[config.mk]
export PLATFORM = sky130hd
export DESIGN_NAME = alu_op_sequencer
export DESIGN_NICKNAME = d
export VERILOG_FILES = /design/src/rtl/alu_op_sequencer.sv
export SDC_FILE = /design/constraint.sdc
export NUM_CORES = 1
export LEC_CHECK = 0
export CORE_AREA = 2 2 85 87
export CTS_CLUSTER_DIAMETER = 100
export CTS_CLUSTER_SIZE = 40
export DETAILED_ROUTE_END_ITERATION = 8
export DIE_AREA = 0 0 87 89
export MAX_ROUTING_LAYER = met4
export PLACE_DENSITY_LB_ADDON = 0.2
export RECOVER_POWER = 100
export SYNTH_ARGS = -nofsm -noshare
export SYNTH_HDL_FRONTEND = slang
export SYNTH_SLANG_ARGS = --single-unit
[constraint.sdc]
create_clock -name clk -period 2 [get_ports clk]
set_clock_uncertainty 0.1 [all_clocks]
set_input_delay 0.3 -clock clk [delete_from_list [all_inputs] [get_ports clk]]
set_output_delay 0.3 -clock clk [all_outputs]
set_load 0.01 [all_outputs]
[src/rtl/alu_op_sequencer.sv]
// Command sequencer in front of the 16-bit ALU: issues one op per command, captures the result
// into a chaining accumulator and parks in ERROR on ALU error. Optional ALU_SEQ_OPCNT_EN adds op_count.
module alu_op_sequencer (
    input  logic        clk,
    input  logic        reset,
    input  logic        cmd_valid,
    output logic        cmd_ready,
    input  logic        cmd_load,
    input  logic [2:0]  cmd_op,
    input  logic [15:0] cmd_y,
    output logic [15:0] alu_x,
    output logic [15:0] alu_y,
    output logic [2:0]  alu_op,
    input  logic [16:0] alu_out,
    input  logic        alu_err,
    output logic        res_valid,
    input  logic        res_ready,
    output logic [16:0] res_data,
    output logic        res_err,
    output logic        err,
    input  logic        err_clr,
    output logic [16:0] acc
`ifdef ALU_SEQ_OPCNT_EN
    ,
    output logic [15:0] op_count
`endif
);

    localparam int unsigned OPND_W = 16;
    localparam int unsigned RES_W  = 17;
    localparam int unsigned OP_W   = 3;

    typedef enum logic [1:0] {
        S_IDLE  = 2'd0,
        S_ISSUE = 2'd1,
        S_RESP  = 2'd2,
        S_ERROR = 2'd3
    } state_t;

    state_t              state;
    state_t              state_d;
    logic [RES_W-1:0]    acc_d;
    logic [RES_W-1:0]    res_data_d;
    logic                res_err_d;
    logic [OPND_W-1:0]   alu_x_d;
    logic [OPND_W-1:0]   alu_y_d;
    logic [OP_W-1:0]     alu_op_d;

    // State register
    always_ff @(posedge clk) begin
        if (reset) begin
            state <= S_IDLE;
        end else begin
            state <= state_d;
        end
    end

    // Next state and next values of every registered output
    always_comb begin
        state_d    = state;
        acc_d      = acc;
        res_data_d = res_data;
        res_err_d  = res_err;
        alu_x_d    = '0;
        alu_y_d    = '0;
        alu_op_d   = '0;
        case (state)
            S_IDLE: begin
                if (cmd_valid && cmd_ready) begin
                    if (cmd_load) begin
                        acc_d      = {1'b0, cmd_y};
                        res_data_d = {1'b0, cmd_y};
                        res_err_d  = 1'b0;
                        state_d    = S_RESP;
                    end else begin
                        alu_x_d  = acc[OPND_W-1:0];
                        alu_y_d  = cmd_y;
                        alu_op_d = cmd_op;
                        state_d  = S_ISSUE;
                    end
                end
            end
            S_ISSUE: begin
                // ALU is combinational: its result is valid at the end of this cycle
                if (alu_err) begin
                    res_data_d = '0;
                    res_err_d  = 1'b1;
                end else begin
                    acc_d      = alu_out;
                    res_data_d = alu_out;
                    res_err_d  = 1'b0;
                end
                state_d = S_RESP;
            end
            S_RESP: begin
                if (res_ready) begin
                    state_d = res_err ? S_ERROR : S_IDLE;
                end
            end
            S_ERROR: begin
                if (err_clr) begin
                    acc_d   = '0;
                    state_d = S_IDLE;
                end
            end
            default: state_d = S_IDLE;
        endcase
    end

    // Output and datapath registers; flags are decoded from the next state
    always_ff @(posedge clk) begin
        if (reset) begin
            cmd_ready <= 1'b0;
            res_valid <= 1'b0;
            err       <= 1'b0;
            res_data  <= '0;
            res_err   <= 1'b0;
            acc       <= '0;
            alu_x     <= '0;
            alu_y     <= '0;
            alu_op    <= '0;
        end else begin
            cmd_ready <= (state_d == S_IDLE);
            res_valid <= (state_d == S_RESP);
            err       <= (state_d == S_ERROR);
            res_data  <= res_data_d;
            res_err   <= res_err_d;
            acc       <= acc_d;
            alu_x     <= alu_x_d;
            alu_y     <= alu_y_d;
            alu_op    <= alu_op_d;
        end
    end

`ifdef ALU_SEQ_OPCNT_EN
    // Counts every completed ISSUE cycle, errored or not; wraps naturally
    always_ff @(posedge clk) begin
        if (reset) begin
            op_count <= '0;
        end else if (state == S_ISSUE) begin
            op_count <= op_count + 16'(1);
        end
    end
`endif

endmodule

==> results of run 1 <==
-- power breakdown --
group | internal [W] | switching, W | total, W
clock network | 0.000483 | 0.000529 | 0.00101
logic | 0.000221 | 0.000186 | 0.000407
registers | 0.00155 | 0.0000323 | 0.00158
-- sequential cells by signal, summed over array words and instances, names as in the netlist --
| signal | cells |
|---|---|
| alu_op | 3 |
| alu_x | 16 |
| res_data | 17 |
| acc | 17 |
| cmd_ready | 1 |
| res_err | 1 |
| state | 2 |
| res_valid | 1 |
| err | 1 |
| alu_y | 16 |
-- stage by stage --
step / area [um2] / total power, W / instances / util
floorplan: 2795 / 0.001804 / 268 / -
global placement: 4014 / 0.002036 / 454 / 0.5974
detailed placement: 4014 / 0.002042 / 454 / 0.5974
CTS: 4185 / 0.003043 / 470 / 0.6229
global route: 4172 / 0.003124 / 470 / 0.6209
finish: 4172 / 0.002997 / 470 / 0.6209
-- layout by cell type, fill, tap and decap left out, drive strengths merged, types with 10 or more instances in the layout --
cell and count:
a21oi 10, and2 35, and3b 10, clkbuf 15, clkdlybuf4s50 42, dfxtp 75
dlygate4sd3 73, inv 10, nand2 20, o32ai 16
-- final cells by class --
cell class	instances	area, um2
clock buffer	12	145.1
clock inverter	4	26.28
fill	550	2547
inverter	10	37.54
multi-input combinational	163	1136
sequential	75	1501
tap	80	100.1
timing repair buffer	126	1225
-- per-layer routing --
metal | GRT usage | part of all wire | up-vias | routed length [um]
met3 | 0.03139 | 0.057 | 8 | 404
met1 | 0.2397 | 0.46 | 1125 | 3294
li1 | - | - | 1171 | -
met5 | - | 0 | - | 0
met4 | 0.09375 | 0.016 | 0 | 114
met2 | 0.3026 | 0.47 | 87 | 3334
-- critical path, delay by kind of cell, from the launching register on --
family | cells | cell delay [ns]
simple gates | 2 | 0.66
flops | 1 | 0.59
compound gates | 1 | 0.34
-- path summary, 6_finish.rpt --
check / slack (ns) / depth (start not counted) / end
min reg2reg: 0.35 / 2 / acc[16]
max reg2reg: 0.19 / 3 / acc[6]
min: 0.35 / 2 / acc[16]
max: 0.19 / 3 / acc[6]
-- kinds of logic (layout without fill, tap and decap cells) --
| group | Yosys count | count (layout) |
|---|---|---|
| buffers and inverters | 30 | 152 |
| DFF | 75 | 75 |
| and+or+nand+nor | 107 | 107 |
| AOI/OAI and AO/OA | 48 | 48 |
| muxes | 8 | 8 |
==> out/results.ini, run 1 <==
[run_status]
outcome = finished, final reports clean

[global_route]
grt_pass1_wl_um = 10980
grt_overflow = 0
grt_pass1_vias = 2252
grt_start_max_net_pins = 31
grt_usage = 0.1919
antenna_found_initial = 0

[synthesis]
synth_fa_ha_area_frac = 0
synth_mux_area_frac = 0.02865
async_reset_ff_frac = 0
synthCells = 268
synth_common_cells = 75 x dfxtp_1, 35 x and2_1, 20 x nand2_1
syn_nets = 311
synth.area.top_cells = dfxtp_1 54%, and2_1 7.8%, o32ai_1 5.0%
netlist-cell-type-count = 37
syn_area_um2 = 2795
synth_top_flop_cell = dfxtp_1
synth_most_common_cell = dfxtp_1
yosys_warnings = 0
synth-edff-count = 0
synth_compound_area_frac = 0.1352
synth-simple-area-share = 0.2444
synth_top_family_by_area = simple AND/OR/NAND/NOR gates
synth_xor_area_frac = 0
ys_seq_area_frac = 0.5372
synth.avg_cell_area_um2 = 10.43
synth_top_area_frac = 0.5372
synth_seq_cells = 75
yosys.area.top_type = dfxtp_1

[layout]
diodes = 0
layout-drive-gt1-share = 0.07949
final_nets = 428
syn_to_final_growth_pct = 49.24

[flow_run]
drv_cap = 0

[timing]
fmaxAchievable_mhz = 552.0
slew_viol_final = 0
hold_ws_ns = 0.3466
tightestPinTransition_ns = 0.5916
layout_setup_ws_ns = 0.1883
rsz0062_at_grt = false
setup_viol_count_final = 0
finalHoldViolCount = 0
max_slew_margin = 0.6056
fin_crit_sh = 0.9059
fin_setup_tns_ns = 0
period_needed_ns = 1.812

[floorplanning]
num_rows = 30
start_util = 0.4160
die_w_um = 87
ios = 116
die_h_um = 89
die_area_um2 = 7743
core_area_um2 = 6719

[hold_path]
min_from = acc[16]
hold_path_class = flip-flop to flip-flop

[power]
ir_drop_v = 0.0002874
leakagePower_nw = 1.824
p_per_area_nw_per_um2 = 718.5

[setup_path]
cp_cell_sequence = and2b_1, nor2_2, o32ai_1
max_stage_delay_ns = 0.59
path_class = flip-flop to flip-flop
reg2reg_from = state[0]
critPathRequiredTime_ns = 2.13
setup.worst_path.start_class = flip-flop
critPathCaptureType = flip-flop
cp_slowest_cell = dfxtp_1
crit_fanout = 12
worstPathArrival_ns = 1.94
cp-startpoint = state[0]

[placement]
gp_congestion = 0.8466
io_buffers = 115
dp_slack_ns = 0.06392
hpwl_um = 5183

[drt]
num_vias = 2391
drt_first_pass_iters = 4
drc_errors = 0
vias_per_cell = 5.087
wl_per_cell_um = 15.21
wirelength_um = 7148
drt_iter0_markers = 85
final_antenna_net_count = 0

[cts]
postCtsSetupBuffers = 0
cts_tree = yes
postCtsHoldBufs = 0
cts_sinks = 75
cts.path.max_buffers = 2
ctsResizeCount = 0
htreeDepth = 3
clkTransAtPathRegs_ns = 0.08
cts_root_buffer = clkbuf_8
clock_latency_ns = 0.34
cts_buffers = 9

Power figures use the tool's default switching activity.
==> run 2, diff against run 1 <==
--- a/config.mk
+++ b/config.mk
@@ -12,7 +12,6 @@
 export DIE_AREA = 0 0 87 89
 export MAX_ROUTING_LAYER = met4
 export PLACE_DENSITY_LB_ADDON = 0.2
-export RECOVER_POWER = 100
 export SYNTH_ARGS = -nofsm -noshare
 export SYNTH_HDL_FRONTEND = slang
 export SYNTH_SLANG_ARGS = --single-unit
==> constraint.sdc (replaced) <==
create_clock -name clk -period 2 [get_ports clk]
set_clock_uncertainty 0.1 [all_clocks]
set_input_delay 0.4 -clock clk [delete_from_list [all_inputs] [get_ports clk]]
set_output_delay 0.4 -clock clk [all_outputs]
set_load 0.01 [all_outputs]
==> out/results.ini, run 2 (synthesis gave the netlist of run 1 again) <==
[timing]
tightestPinTransition_ns = 0.5981  ; was 0.5916 ns
fin_setup_tns_ns = 0  ; unchanged
period_needed_ns = 1.825  ; was 1.812 ns
fmaxAchievable_mhz = 548.0  ; was 552.0 MHz
max_slew_margin = 0.6012  ; was 0.6056
finalHoldViolCount = 0  ; unchanged
slew_viol_final = 0  ; unchanged
fin_crit_sh = 0.9123  ; was 0.9059
layout_setup_ws_ns = 0.1753  ; was 0.1883 ns
rsz0062_at_grt = false  ; unchanged
setup_viol_count_final = 0  ; unchanged

[power]
ir_drop_v = 0.0003445  ; was 0.0002874 V
power_w = 0.003265  ; was 0.002997 W
leakagePower_nw = 1.621  ; was 1.824 nW
p_per_area_nw_per_um2 = 769.9  ; was 718.5 nW/um2

[floorplanning]
num_rows = 30  ; unchanged
die_w_um = 87  ; unchanged
start_util = 0.4160  ; unchanged
ios = 116  ; unchanged
die_area_um2 = 7743  ; unchanged
core_area_um2 = 6719  ; unchanged
die_h_um = 89  ; unchanged

[layout]
reg_top3 = acc: 17 flops, res_data: 17 flops  ; unchanged
diodes = 0  ; unchanged
final_util = 0.6313  ; was 0.6209
final_nets = 428  ; unchanged
final_common_cell = clkdlybuf4s50_1  ; was dfxtp_1
fillers = 573  ; was 550
final_cell_mix = 115 x clkdlybuf4s50_1, 75 x dfxtp_1, 35 x and2_1  ; was 75 x dfxtp_1, 73 x dlygate4sd3_1, 42 x clkdlybuf4s50_1
layout-drive-gt1-share = 0.08997  ; was 0.07949
syn_to_final_growth_pct = 51.75  ; was 49.24%
final_cells = 469  ; was 470

[hold_path]
whs_endpoint = acc[16]  ; unchanged
hold_path_class = flip-flop to flip-flop  ; unchanged
hold_depth = 2  ; unchanged
min_from = acc[16]  ; unchanged

[global_route]
antenna_found_initial = 0  ; unchanged
grt_pass1_wl_um = 10960  ; was 10980 um
grt_usage = 0.1886  ; was 0.1919
grt_start_max_net_pins = 31  ; unchanged
grt_pass1_vias = 2191  ; was 2252
grt_overflow = 0  ; unchanged

[cts]
htreeDepth = 3  ; unchanged
cts_tree = yes  ; unchanged
cts_buffers = 9  ; unchanged
postCtsHoldBufs = 0  ; unchanged
ctsResizeCount = 0  ; unchanged
clkTransAtPathRegs_ns = 0.08  ; about the same
postCtsSetupBuffers = 0  ; unchanged
cts.path.max_buffers = 2  ; unchanged
cts_root_buffer = clkbuf_8  ; unchanged
clock_latency_ns = 0.33  ; was 0.34 ns
cts_sinks = 75  ; unchanged

[setup_path]
setup.worst_path.start_class = flip-flop  ; unchanged
critPathCaptureType = flip-flop  ; unchanged
crit_fanout = 18  ; was 12
critPathRequiredTime_ns = 2.14  ; was 2.13 ns
path_class = flip-flop to flip-flop  ; unchanged
r2r-end = acc[2]  ; was acc[6]
regToRegSetupSlack_ns = 0.18  ; was 0.19 ns
worstPathArrival_ns = 1.96  ; was 1.94 ns
reg2reg_from = state[0]  ; unchanged
reg2reg_depth = 3  ; unchanged

[drt]
wirelength_um = 7053  ; was 7148 um
final_antenna_net_count = 0  ; unchanged
num_vias = 2340  ; was 2391
vias_per_cell = 4.989  ; was 5.087
wl_per_cell_um = 15.04  ; was 15.21 um
drc_errors = 0  ; unchanged
drt_first_pass_iters = 5  ; was 4
drt_iter0_markers = 108  ; was 85

[run_status]
outcome = finished, final reports clean  ; unchanged

[placement]
gp_congestion = 0.8331  ; was 0.8466
io_buffers = 115  ; unchanged
dp_slack_ns = -0.04515  ; was 0.06392 ns
hpwl_um = 5084  ; was 5183 um
place_inst = 454  ; unchanged

[flow_run]
drv_cap = 0  ; unchanged

==> run 2: cell types whose count changed in the layout (fill, tap and decap cells not counted) <==
cell and delta:
clkinv_4 -1, o221a_2 +1, clkbuf_2 -2, and2_1 +8
o221a_1 -1, clkdlybuf4s50_1 +73, and2_0 -8, clkbuf_1 -3
buf_12 +1, buf_4 +2, a211oi_2 +1, dlygate4sd3_1 -73
bufinv_16 +2, a211oi_1 -1
==> run 2: layer usage <==
layer,track usage,up-vias,wire length [um]
li1,-,1170,-
met4,0.05824,0,75
met2,0.2873,97,3279
met5,-,-,0
met1,0.2471,1067,3199
met3,0.04801,6,498
==> run 2: final cells by class <==
class                      instances  area, um2  share of cell area
sequential                        75       1501              0.3540
multi-input combinational        163       1141              0.2690
timing repair buffer             126       1246              0.2938
clock buffer                      10      137.6             0.03245
inverter                          10      37.54            0.008850
tap                               80      100.1             0.02360
clock inverter                     5      77.57             0.01829
==> run 2: where the power goes <==
part | switching, W | leakage (nW) | total [W] | internal [W]
registers | 0.0000361 | 0.608 | 0.00158 | 0.00155
clock network | 0.000532 | 0.108 | 0.00126 | 0.000725
logic | 0.000182 | 0.905 | 0.000427 | 0.000244
total | 0.000750 | 1.62 | 0.00327 | 0.00252
==> run 2: worst max-delay path by stage <==
stage	startpoint	endpoint	slack, ns	depth (start not counted)
2_1_floorplan	res_ready	cmd_ready	0.58	3
3_3_place_gp	cmd_valid	res_data[15]	-0.001	4
3_5_place_dp	cmd_valid	res_data[14]	-0.05	4
4_1_cts	state[0]	acc[2]	0.19	3
5_1_grt	state[0]	acc[0]	0.05	3
6_report	state[0]	acc[2]	0.18	3
==> run 2: stage by stage <==
| step | area, um2 | hold slack, ns |
|---|---|---|
| after floorplan | 2795 | 0.3726 |
| after global placement | 4026 | 0.3374 |
| after detailed placement | 4026 | 0.3415 |
| after CTS | 4242 | 0.3535 |
| after global routing | 4242 | 0.3666 |
| final | 4242 | 0.3541 |
==> run 2: worst max-delay path, stage by stage (launching register included) <==
cell	delay [ns]
dfxtp_1	0.68
and2b_1	0.48
nor2_2	0.17
o32ai_1	0.31
